===== src/rtl/max7219_pkg.sv =====
// Shared constants and types for the MAX7219 command sequencer.
package max7219_pkg;

  // MAX7219 register addresses (upper byte of every command word)
  localparam logic [7:0] REG_NOOP       = 8'h00;
  localparam logic [7:0] REG_DIGIT0     = 8'h01;
  localparam logic [7:0] REG_DECODE     = 8'h09;
  localparam logic [7:0] REG_INTENSITY  = 8'h0A;
  localparam logic [7:0] REG_SCAN_LIMIT = 8'h0B;
  localparam logic [7:0] REG_SHUTDOWN   = 8'h0C;
  localparam logic [7:0] REG_DISP_TEST  = 8'h0F;

  // Number of words in the power-up sequence
  localparam logic [3:0] INIT_LEN = 4'd6;

  // Number of digit rows refreshed per pass
  localparam logic [3:0] ROW_COUNT = 4'd8;

  typedef enum logic [1:0] {
    INIT_LOAD,
    INIT,
    IDLE,
    REFRESH
  } seq_state_t;

  // Returns the i-th word of the power-up sequence
  function automatic logic [15:0] init_word(
    input logic [2:0] i,
    input logic [7:0] decode_mode,
    input logic [3:0] intensity,
    input logic [2:0] scan_limit
  );
    logic [15:0] w;
    case (i)
      3'd0:    w = {REG_SHUTDOWN, 8'h00};
      3'd1:    w = {REG_DISP_TEST, 8'h00};
      3'd2:    w = {REG_DECODE, decode_mode};
      3'd3:    w = {REG_INTENSITY, 4'h0, intensity};
      3'd4:    w = {REG_SCAN_LIMIT, 5'b00000, scan_limit};
      default: w = {REG_SHUTDOWN, 8'h01};
    endcase
    return w;
  endfunction

endpackage


===== src/rtl/max7219_frame_buf.sv =====
// 8x8 pixel frame buffer with a dirty flag that tells the sequencer a refresh is due.
module max7219_frame_buf (
  input  logic       clk,
  input  logic       rst,
  input  logic       wr_en,
  input  logic [2:0] wr_row,
  input  logic [7:0] wr_data,
  input  logic [2:0] rd_row,
  output logic [7:0] rd_data,
  input  logic       dirty_clr,
  output logic       dirty
);

  logic [7:0] rows_q [8];

  // Row storage: one row written per cycle, blanked on reset
  always_ff @(posedge clk) begin
    if (rst) begin
      for (int i = 0; i < 8; i++) begin
        rows_q[i] <= 8'h00;
      end
    end else if (wr_en) begin
      rows_q[wr_row] <= wr_data;
    end
  end

  // Dirty flag: starts set so the display is blanked once; a write beats a same-cycle clear
  always_ff @(posedge clk) begin
    if (rst) begin
      dirty <= 1'b1;
    end else if (wr_en) begin
      dirty <= 1'b1;
    end else if (dirty_clr) begin
      dirty <= 1'b0;
    end
  end

  assign rd_data = rows_q[rd_row];

endmodule


===== src/rtl/max7219_cmd_seq.sv =====
// Command source for the MAX7219 serializer: power-up sequence, then row refreshes on frame change.
module max7219_cmd_seq
  import max7219_pkg::*;
#(
  parameter logic [7:0] DECODE_MODE = 8'h00,
  parameter logic [3:0] INTENSITY   = 4'h8,
  parameter logic [2:0] SCAN_LIMIT  = 3'd7
) (
  input  logic        clk,
  input  logic        rst,
  input  logic        wr_en,
  input  logic [2:0]  wr_row,
  input  logic [7:0]  wr_data,
  input  logic        reinit,
  output logic [15:0] cmd_data,
  output logic        cmd_valid,
  input  logic        cmd_ready,
  output logic        init_done,
  output logic        busy
);

  seq_state_t  state_q, state_d;
  logic [3:0]  idx_q, idx_d;
  logic        valid_q, valid_d;
  logic [15:0] data_q, data_d;
  logic        init_done_q, init_done_d;
  logic        busy_q, busy_d;
  logic        reinit_pend_q, reinit_pend_d;
  logic        dirty_clr;
  logic        dirty;
  logic [2:0]  rd_row;
  logic [7:0]  rd_data;
  logic        xfer;

  max7219_frame_buf u_frame_buf (
    .clk       (clk),
    .rst       (rst),
    .wr_en     (wr_en),
    .wr_row    (wr_row),
    .wr_data   (wr_data),
    .rd_row    (rd_row),
    .rd_data   (rd_data),
    .dirty_clr (dirty_clr),
    .dirty     (dirty)
  );

  assign xfer   = valid_q & cmd_ready;
  assign rd_row = (state_q == REFRESH) ? idx_q[2:0] : 3'd0;

  // Next-state logic; every new word is loaded on the edge that accepts the previous one
  always_comb begin
    state_d       = state_q;
    idx_d         = idx_q;
    valid_d       = valid_q;
    data_d        = data_q;
    init_done_d   = init_done_q;
    reinit_pend_d = reinit_pend_q | reinit;
    dirty_clr     = 1'b0;
    case (state_q)
      INIT_LOAD: begin
        data_d  = init_word(3'd0, DECODE_MODE, INTENSITY, SCAN_LIMIT);
        valid_d = 1'b1;
        idx_d   = 4'd1;
        state_d = INIT;
      end
      INIT: begin
        if (xfer) begin
          if (idx_q == INIT_LEN) begin
            valid_d     = 1'b0;
            init_done_d = 1'b1;
            state_d     = IDLE;
          end else begin
            data_d = init_word(idx_q[2:0], DECODE_MODE, INTENSITY, SCAN_LIMIT);
            idx_d  = idx_q + 4'd1;
          end
        end
      end
      IDLE: begin
        valid_d = 1'b0;
        if (reinit_pend_q) begin
          reinit_pend_d = reinit;
          init_done_d   = 1'b0;
          data_d        = init_word(3'd0, DECODE_MODE, INTENSITY, SCAN_LIMIT);
          valid_d       = 1'b1;
          idx_d         = 4'd1;
          state_d       = INIT;
        end else if (dirty) begin
          dirty_clr = 1'b1;
          data_d    = {REG_DIGIT0, rd_data};
          valid_d   = 1'b1;
          idx_d     = 4'd1;
          state_d   = REFRESH;
        end
      end
      REFRESH: begin
        if (xfer) begin
          if (idx_q == ROW_COUNT) begin
            valid_d = 1'b0;
            state_d = IDLE;
          end else begin
            data_d = {REG_DIGIT0 + {4'b0000, idx_q}, rd_data};
            idx_d  = idx_q + 4'd1;
          end
        end
      end
      default: begin
        valid_d = 1'b0;
        state_d = IDLE;
      end
    endcase
    busy_d = (state_d != IDLE) || valid_d;
  end

  // State and output registers; reset drops any word in flight
  always_ff @(posedge clk) begin
    if (rst) begin
      state_q       <= INIT_LOAD;
      idx_q         <= 4'd0;
      valid_q       <= 1'b0;
      data_q        <= {REG_NOOP, 8'h00};
      init_done_q   <= 1'b0;
      busy_q        <= 1'b0;
      reinit_pend_q <= 1'b0;
    end else begin
      state_q       <= state_d;
      idx_q         <= idx_d;
      valid_q       <= valid_d;
      data_q        <= data_d;
      init_done_q   <= init_done_d;
      busy_q        <= busy_d;
      reinit_pend_q <= reinit_pend_d;
    end
  end

  assign cmd_data  = data_q;
  assign cmd_valid = valid_q;
  assign init_done = init_done_q;
  assign busy      = busy_q;

endmodule


===== config.mk =====
export PLATFORM = sky130hd
export DESIGN_NAME = max7219_cmd_seq
export DESIGN_NICKNAME = d
export VERILOG_FILES = /design/src/rtl/max7219_pkg.sv /design/src/rtl/max7219_frame_buf.sv /design/src/rtl/max7219_cmd_seq.sv
export SDC_FILE = /design/constraint.sdc
export NUM_CORES = 1
export LEC_CHECK = 0
export ABC_AREA = 1
export CAP_MARGIN = 5
export CORE_ASPECT_RATIO = 1.5
export CORE_MARGIN = 4
export CORE_UTILIZATION = 30
export CTS_CLUSTER_DIAMETER = 100
export DETAILED_ROUTE_END_ITERATION = 8
export HOLD_SLACK_MARGIN = 0.08
export PLACE_DENSITY = 0.44
export SYNTH_ARGS = -nofsm -noshare
export SYNTH_HDL_FRONTEND = slang
export SYNTH_SLANG_ARGS = --single-unit

===== constraint.sdc =====
create_clock -name clk -period 1.5 [get_ports clk]
set_input_delay 0.3 -clock clk [delete_from_list [all_inputs] [get_ports clk]]
set_output_delay 0.3 -clock clk [all_outputs]
set_load 0.03 [all_outputs]

==> results by group <==
Clock network
  • Num CTS Buffers: 9
  • H-tree lvl count: 3
  • Reg clk slew, reported paths: 0.07 ns
  • Max Root-Sink Buffers: 2
  • Clk_lat worst skew: 0.35 ns
  • # clock sinks: 88
  • CTS tree: done
  • Root buffer cell: clkbuf_16

Worst setup path
  • CP max stage cell: dfxtp_4
  • Worst setup SP type: register
  • RR Startpoint: idx_q[0]
  • Crit path largest cell delay: roughly 0.36 ns
  • WP data arrival: 1.80 ns
  • Worst setup EP type: register
  • CP Cell Sequence: buf_6 > nand3_4 > buf_12 > buf_16 > a22o_1 > nand2_1 > nand3_1 > nand3_2 > a21oi_1
  • CP startpoint: idx_q[0]
  • Critical path class: register to register
  • Crit-path max FO: 8
  • Data required, critical path: 1.73 ns

STA
  • Worst Slack Setup Final: -0.0748 ns
  • Final worst path period share: 105%
  • Hold Slack: 0.462 ns
  • Setup_tns: -0.414 ns
  • RSZ-0062 raised after global routing: true
  • Final Hold Viols: 0
  • Final Max Tran Viols: 0
  • Setup Skew: 0.00447 ns
  • Max Fclk: 635 MHz
  • Fin crit period: 1.57 ns
  • # setup viols final: 12

Final layout
  • Share of cells above drive strength 1: 35.5%
  • Final core occ: 46.1%
  • Antenna Cells: 0
  • Fill count: 1,295
  • Synthesis-to-layout area growth: 49.4%
  • Nets: 604

Global route
  • Met3 Usage GRT: 2.87%
  • Vias in the first global route: 3,679
  • Grt met2 use: between 20% and 30%
  • First-pass GRT wire length: 19,300 um
  • Total grt overflow: 0
  • Antenna violations before repair: 0
  • Tot GR Track Use: 15.9%
  • Met1 GRT Util: 15.7%
  • GRT busiest layer: met2
  • Largest net degree at the start of global routing: 18

Route
  • Detail Route Antenna Nets: 0
  • Vias: 3,513
  • Routed WL per cell: 16.4 um
  • Via/cell ratio: 4.68
  • Detailed Routing Iterations Pass 1: 4
  • Post-Route WL: around 12,000 um
  • Number of remaining DRC errors: 0
  • DRT iter0 DRCs: 138

Placed design
  • Gpl congestion: 0.808
  • PortBufs: 31
  • Hpwl dp: 8640 um

Floorplan
  • Die Wd: 105 um
  • Die ar.: 0.0160 mm^2
  • IO Count: 35
  • Standard-cell row count: 52
  • Core area: 0.0136 mm^2
  • Die Y: 153 um
  • Initial Util: 30.9%

Logic synthesis
  • Post-Synth XOR/XNOR Area: less than 1%
  • Compound-cell area share of the yosys netlist: 6.35%
  • Post-synthesis sequential area ratio: 57.2%
  • Post-synth top flop: edfxtp_1
  • Post-synthesis simple-gate area fraction: 27.4%
  • Asr flop ratio synth: 0%
  • Mapped cell area: about 0.0042 mm^2
  • Post-Synth Adder-Cell Area: roughly 1.5%
  • Synth unique cells: 32
  • Post-synthesis mux area share: 0%
  • Syn_area_per_cell: 8.84 um^2
  • Combinational family with the most area after synthesis: simple AND/OR/NAND/NOR gates
  • Yosys reg bits: 88
  • Cells after synthesis: between 400 and 500
  • Number of flops mapped to enable cells by yosys: 64
  • Warning count from the yosys run: 0

Run status
  • Failing checks: negative setup slack
  • Status: finished with violations

Min path
  • Hold Crit Class: register to register
  • Worst hold start: cmd_data[1]

Pwr
  • Power per standard cell area: 947 mW/mm^2
  • Leak: 2.62 nW
  • Maximum vdd drop: 456 uV

Run
  • Max_cap viols: 0
==> routing by layer <==
| metal | wire (um) | vias to the layer above |
|---|---|---|
| met4 | 670 | 0 |
| met5 | 0 | - |
| met1 | 4550 | 1623 |
| met3 | 350 | 41 |
| li1 | - | 1776 |
| met2 | 6730 | 73 |
==> power by group <==
group          leakage, nW  internal [W]  switching [W]
registers            0.812       0.00275      0.0000664
logic                 1.66      0.000394       0.000513
clock network        0.140       0.00116        0.00105
total                 2.62       0.00430        0.00163
==> area by class of cell <==
cell class / instances / area (um^2) / area share (%)
sequential: 88 / 2410 / 38.5
multi-input combinational: 326 / 1980 / 31.5
timing repair buffer: 113 / 1200 / 19.1
clock buffer: 9 / 225 / 3.59
tap: 162 / 203 / 3.23
inverter: 44 / 189 / 3.01
clock inverter: 7 / 61.3 / 0.977
timing repair inverter: 1 / 6.26 / 0.0997
==> logic make-up (layout without fill, tap and decap cells) <==
family	after synthesis	in the layout
compound gates	47	47
flops	88	88
fa+ha+maj	5	5
buf+inv	64	174
simple gates	269	270
xor+xnor	1	1
other cells	1	3
==> sequential cells by signal, indices dropped and copies added (netlist names) <==
name,count
reinit_pend_q,1
u_frame_buf.dirty,1
init_done,1
busy,1
cmd_data,13
idx_q,4
u_frame_buf.rows_q,64
state_q,2
cmd_valid,1
==> final timing paths <==
path	end	slack, ns	cells after the start
worst min register to register	cmd_data[1]	0.46	2
worst max register to register	cmd_data[5]	-0.07	9
worst max-delay path	cmd_data[5]	-0.07	9
worst min-delay path	cmd_data[1]	0.46	2
==> placed cells by master, fill, tap and decap left out, drive strengths merged <==
master,synthesis,layout
a211oi,1,1
a21oi,24,24
a22o,5,5
buf,17,81
bufbuf,0,1
clkbuf,3,9
clkdlybuf4s50,0,15
clkinv,0,2
clkinvlp,0,2
conb,1,3
dfxtp,24,24
dlygate4sd2,0,16
edfxtp,64,64
ha,5,5
inv,44,48
nand2,123,124
nand3,45,45
nand4,3,3
nor2,95,95
nor3,3,3
o21ai,15,15
o221ai,1,1
o31ai,1,1
xor2,1,1
==> synthesized netlist by cell type, drive strengths merged (5+ instances only) <==
| library cell | n | area share [%] |
|---|---|---|
| a22o | 5 | 1.0 |
| a21oi | 24 | 2.9 |
| edfxtp | 64 | 46 |
| nand3 | 45 | 5.5 |
| o21ai | 15 | 1.9 |
| buf | 17 | 3.0 |
| inv | 44 | 4.0 |
| dfxtp | 24 | 11 |
| nand2 | 123 | 11 |
| nor2 | 95 | 9.5 |
| ha | 5 | 1.5 |
==> critical path: cells and delay by family, from the launching register on <==
kind | cells | cell delay [ns]
simple gates | 4 | 0.38
buf+inv | 3 | 0.45
flops | 1 | 0.36
compound gates | 2 | 0.26
==> through the flow <==
step	power [W]	worst slack (ns)	instance area [um^2]	std cells
floorplan	0.00324	-0.0245	4230	477
global placement	0.00360	-0.298	5220	713
detailed placement	0.00360	-0.289	5220	713
CTS	0.00593	-0.0984	6030	745
global route	0.00616	-0.161	6270	750
finish	0.00594	-0.0748	6270	750
==> timing repair <==
action | 4_1_cts | 5_1_grt
resized for setup | 98 | 52
endpoints found under the setup margin | 36 | 57
hold buffers | 0 | 0
pin swaps | 24 | 20
cloned | 6 | 0
setup buffers | 11 | 5
No activity file was read; power rests on OpenSTA's default activity.
==> variant 1 (same flow settings) <==
The parameter `DECODE_MODE` goes from 8'h00 to 8'h01.
--- a/src/rtl/max7219_cmd_seq.sv
+++ b/src/rtl/max7219_cmd_seq.sv
@@ -3,5 +3,5 @@
   import max7219_pkg::*;
 #(
-  parameter logic [7:0] DECODE_MODE = 8'h00,
+  parameter logic [7:0] DECODE_MODE = 8'h01,
   parameter logic [3:0] INTENSITY   = 4'h8,
   parameter logic [2:0] SCAN_LIMIT  = 3'd7
Check against the original RTL: not equivalent (Yosys sat finds a counterexample within 4 cycles, from zero or initial values and one cycle with rst high).
==> variant 1 against the original RTL <==
The flow still finishes with violations (setup timing); worst hold slack lost 5.1 ps; total power increased by 5.9%; first-iteration DRC count grew 7.2%; sequential cell count stayed put; design area down 0.98%; setup slack gained 28 ps; routed wire length is 7.0% higher; via count increased by 1.0%; clock power up 7%; area after synthesis is 0.21% lower.
==> variant 1: results <==
set metrics [dict create \
    cpLargestDelayFamily "simple AND/OR/NAND/NOR gates" \
    drive_gt1_share_pct 36.9 \
    clk_pin_slew_ps 70 \
    ys_seq_area_share_pct 57.3 \
    max_stage_delay_ps 380 \
    internal-power_mw 4.56 \
    finalWorstSetupSlack_ps -47.0 \
    wl_um 13200 \
    clk_latency_ps 350 \
    critPathSlowestCell "dfxtp_4" \
    cts_buffers 9 \
    cellLeakagePower_nw 2.60 \
    synth_edf_count 64 \
    nets 594 \
    place.gp.congestion 0.790 \
    ys_types 34 \
    clock-skew-final_ps 6.53 \
    ys_warn_count 0 \
    dp_cells 710 \
    ir_drop_mv 0.460 \
    cts_max_path_buffers 2 \
    synth_cells 471 \
    async_flop_share_pct 0 \
    root_buffer "clkbuf_16" \
    synth_common_cells "nand2_1, nor2_1, edfxtp_1" \
    antenna_found_initial 0 \
    top_register "u_frame_buf.rows_q" \
    violations "setup timing" \
    setup_violations 9 \
    largest_register_ffs 64 \
    ys.flop_type "edfxtp_1" \
    outcome "finished, violations left" \
    firstDrtPassIters 4 \
    grt_use_total_pct 16.8 \
    io_buffers 31 \
    drt_iter0_drc 148 \
    critical_path_arrival_ps 1830 \
    num_vias 3549 \
    grt_pass1_vias 3823 \
    dpl.hpwl_um 9080 \
    hold_path.class "flip-flop to flip-flop" \
    antennaDiodeCount 0 \
    htree_levels 3 \
    grt_max_degree 19 \
    ys_top_cells_by_area "edfxtp_1, dfxtp_1, nand2_1" \
    wl_per_cell_um 17.8 \
    worst-path-max-fanout 5 \
    grt_pass1_wl_um 20200 \
]
-- variant 1: cell count changes in the layout (fill, tap and decap cells not counted), moves of 5 or more --
cell     change
a21oi_1      -6
a21oi_2      +8
a22o_1       -5
nand2_2      -6
nand3_1      -6
-- variant 1: through the flow --
stage               area, um^2  hold WS [ps]  setup slack [ps]  TNS [ps]  utilization (%)
global placement          5200           450              -390    -42090             38.3
global route              6210           490              -114     -1890             45.7
floorplan                 4220           388             -6.83      -432                -
CTS                       5950           465             -99.2      -570             43.8
finish                    6210           457             -47.0      -189             45.7
detailed placement        5200           455              -391    -41750             38.3
-- variant 1: power by group through the flow --
stage	sequential (mW)	clock, mW	combinational [mW]
global route	2.85	2.51	1.15
CTS	2.83	2.39	1.01
detailed placement	2.87	0	0.839
global placement	2.87	0	0.836
floorplan	2.91	0	0.401
finish	2.83	2.37	1.08
-- variant 1: cell type report --
| cell class | count | area, um^2 |
|---|---|---|
| clock inverters | 7 | 85.1 |
| flip-flops and latches | 88 | 2420 |
| repair buffers | 109 | 1160 |
| fillers | 1311 | 7390 |
| multi-input cells | 321 | 1940 |
| well taps | 162 | 203 |
| inverters | 44 | 178 |
| clock buffers | 9 | 225 |
-- variant 1: timing repair --
action	4_1_cts	5_1_grt
cloned	5	0
hold buffers	0	0
endpoints found under the setup margin	68	123
pin swaps	17	27
resized for setup	89	71
setup buffers	7	3
-- variant 1: per-layer routing --
metal	global-route usage [%]	wire, um
met1	17.2	4770
met3	2.63	376
met5	0	0
met4	8.81	495
met2	32.3	7520
-- variant 1: cells by family after synthesis --
group / after synthesis / share of synthesized area, %
flip-flops: 88 / 57.3
other: 1 / 0.0895
XOR/XNOR: 1 / 0.209
AO/OA/AOI/OAI: 54 / 7.44
adder cells (fa/ha/maj): 5 / 1.49
buffers and inverters: 64 / 7.20
AND/OR/NAND/NOR: 258 / 26.2
-- variant 1: tightest hold or removal path, cell delays in order, from the launching register on --
cell and delay (ps):
dfxtp_1 310, nand2_1 60, a21oi_1 50
-- variant 1: path summary, 6_finish.rpt --
kind,startpoint,end,cells past startpoint
setup / recovery,idx_q[0],cmd_data[4],9
hold / removal,cmd_data[1],cmd_data[1],2
setup reg to reg,idx_q[0],cmd_data[4],9
hold reg to reg,cmd_data[1],cmd_data[1],2
==> variant 2 (same settings) <==
Made on the original files. The 4 states of `seq_state_t` get a one-hot encoding in 4 bits.
--- a/src/rtl/max7219_pkg.sv
+++ b/src/rtl/max7219_pkg.sv
@@ -17,9 +17,9 @@
   localparam logic [3:0] ROW_COUNT = 4'd8;
 
-  typedef enum logic [1:0] {
-    INIT_LOAD,
-    INIT,
-    IDLE,
-    REFRESH
+  typedef enum logic [3:0] {
+    INIT_LOAD = 4'b0001,
+    INIT      = 4'b0010,
+    IDLE      = 4'b0100,
+    REFRESH   = 4'b1000
   } seq_state_t;
 
Formal check against the unedited RTL: no difference found for any inputs over 10 cycles, from zero or initial values and one cycle with rst high; not proved beyond that.
==> variant 2 against the original RTL <==
The run still ends with setup timing left; area after synthesis up 7.1%; routed wire length decreased by 1.8%; design area grew 1.7%; total power up 10%; clock skew is 0.96 ps lower; sequential cell count increased by 2; first-iteration DRC count decreased by 41%; setup slack got worse by 140 ps.
==> variant 2: results <==
set metrics [dict create \
    outcome "finished, violations left" \
    violations "setup timing" \
    ir_drop_mv 0.426 \
    finalWorstSetupSlack_ps -215 \
    setup_violations 17 \
    pg_seq_mw 2.92 \
    fill_cells 1496 \
    cpLargestDelayFamily "simple AND/OR/NAND/NOR gates" \
    cellLeakagePower_nw 2.78 \
    firstDrtPassIters 5 \
    top_layer "met4" \
    drive_gt1_share_pct 32.4 \
    grt_use_total_pct 14.8 \
    dpl_cell_area_um2 5610 \
    drt-met1-wl_um 4700 \
    worst-path-max-fanout 15 \
    ys_seq_area_share_pct 54.3 \
    synth_common_cells "nand2_1, nor2_1, edfxtp_1" \
    fin_hold_ws_ps 463 \
    p_switching_mw 1.91 \
    critical_path_arrival_ps 1930 \
    grt_pass1_wl_um 19000 \
    dr_wl_met3_um 302 \
    place.gp.congestion 0.853 \
    grt_max_degree 24 \
    internal-power_mw 4.62 \
    ys_types 37 \
    vias_per_cell 4.51 \
    comb_power_share_pct 22.3 \
    nets 637 \
    wl_um 12100 \
    dpl.hpwl_um 8970 \
    drt_iter0_drc 81 \
]
-- variant 2: cell count changes in the layout (fill, tap and decap cells not counted), moves of 6 or more --
| cell | delta |
|---|---|
| nand2_1 | +32 |
| nand3_2 | -19 |
| nand2_2 | -16 |
| nand3_1 | +12 |
| a21oi_1 | -11 |
| buf_6 | +6 |
| inv_2 | +6 |
| nand4_1 | +6 |
-- variant 2: timing repair --
item | in CTS | in global routing
setup endpoints to repair | 39 | 63
setup buffers | 7 | 9
resized for setup | 64 | 58
gates cloned | 1 | 0
pin swaps | 11 | 31
-- variant 2: logic make-up (layout without fill, tap and decap cells) --
family,Yosys count,count (layout),synth area share (%)
xor+xnor,1,1,0.195
fa+ha+maj,5,5,1.39
flops,90,90,54.3
simple gates,296,296,28.9
compound gates,44,44,7.04
buf+inv,75,182,8.04
other cells,1,3,0.0834
-- variant 2: through the flow --
step,utilization (%),worst slack [ps],std cells,setup TNS [ps]
2_1_floorplan,-,-266,514,-3850
3_3_place_gp,38.4,-325,786,-35400
3_5_place_dp,38.4,-324,786,-36780
4_1_cts,41.8,-198,810,-2290
5_1_grt,43.7,-299,817,-4380
6_report,43.7,-215,817,-2490
-- variant 2: path summary, 6_finish.rpt --
path / start / end / cells after the start
worst max-delay path: state_q[1] / cmd_data[4] / 10
worst min-delay path: cmd_data[4] / cmd_data[4] / 2
worst max register to register: state_q[1] / cmd_data[4] / 10
worst min register to register: cmd_data[4] / cmd_data[4] / 2
-- variant 2: layer usage --
metal	vias up	GRT usage, %
li1	1874	-
met1	1745	15.8
met2	52	28.6
met3	17	2.24
met4	0	5.78
met5	-	0
-- variant 2: final cells by class --
cell class,count,share of cell area (%)
well taps,196,3.85
clock buffers,10,3.59
clock inverters,6,0.785
inverters,52,3.26
repair buffers,114,18.1
multi-input cells,349,31.9
flip-flops and latches,90,38.5
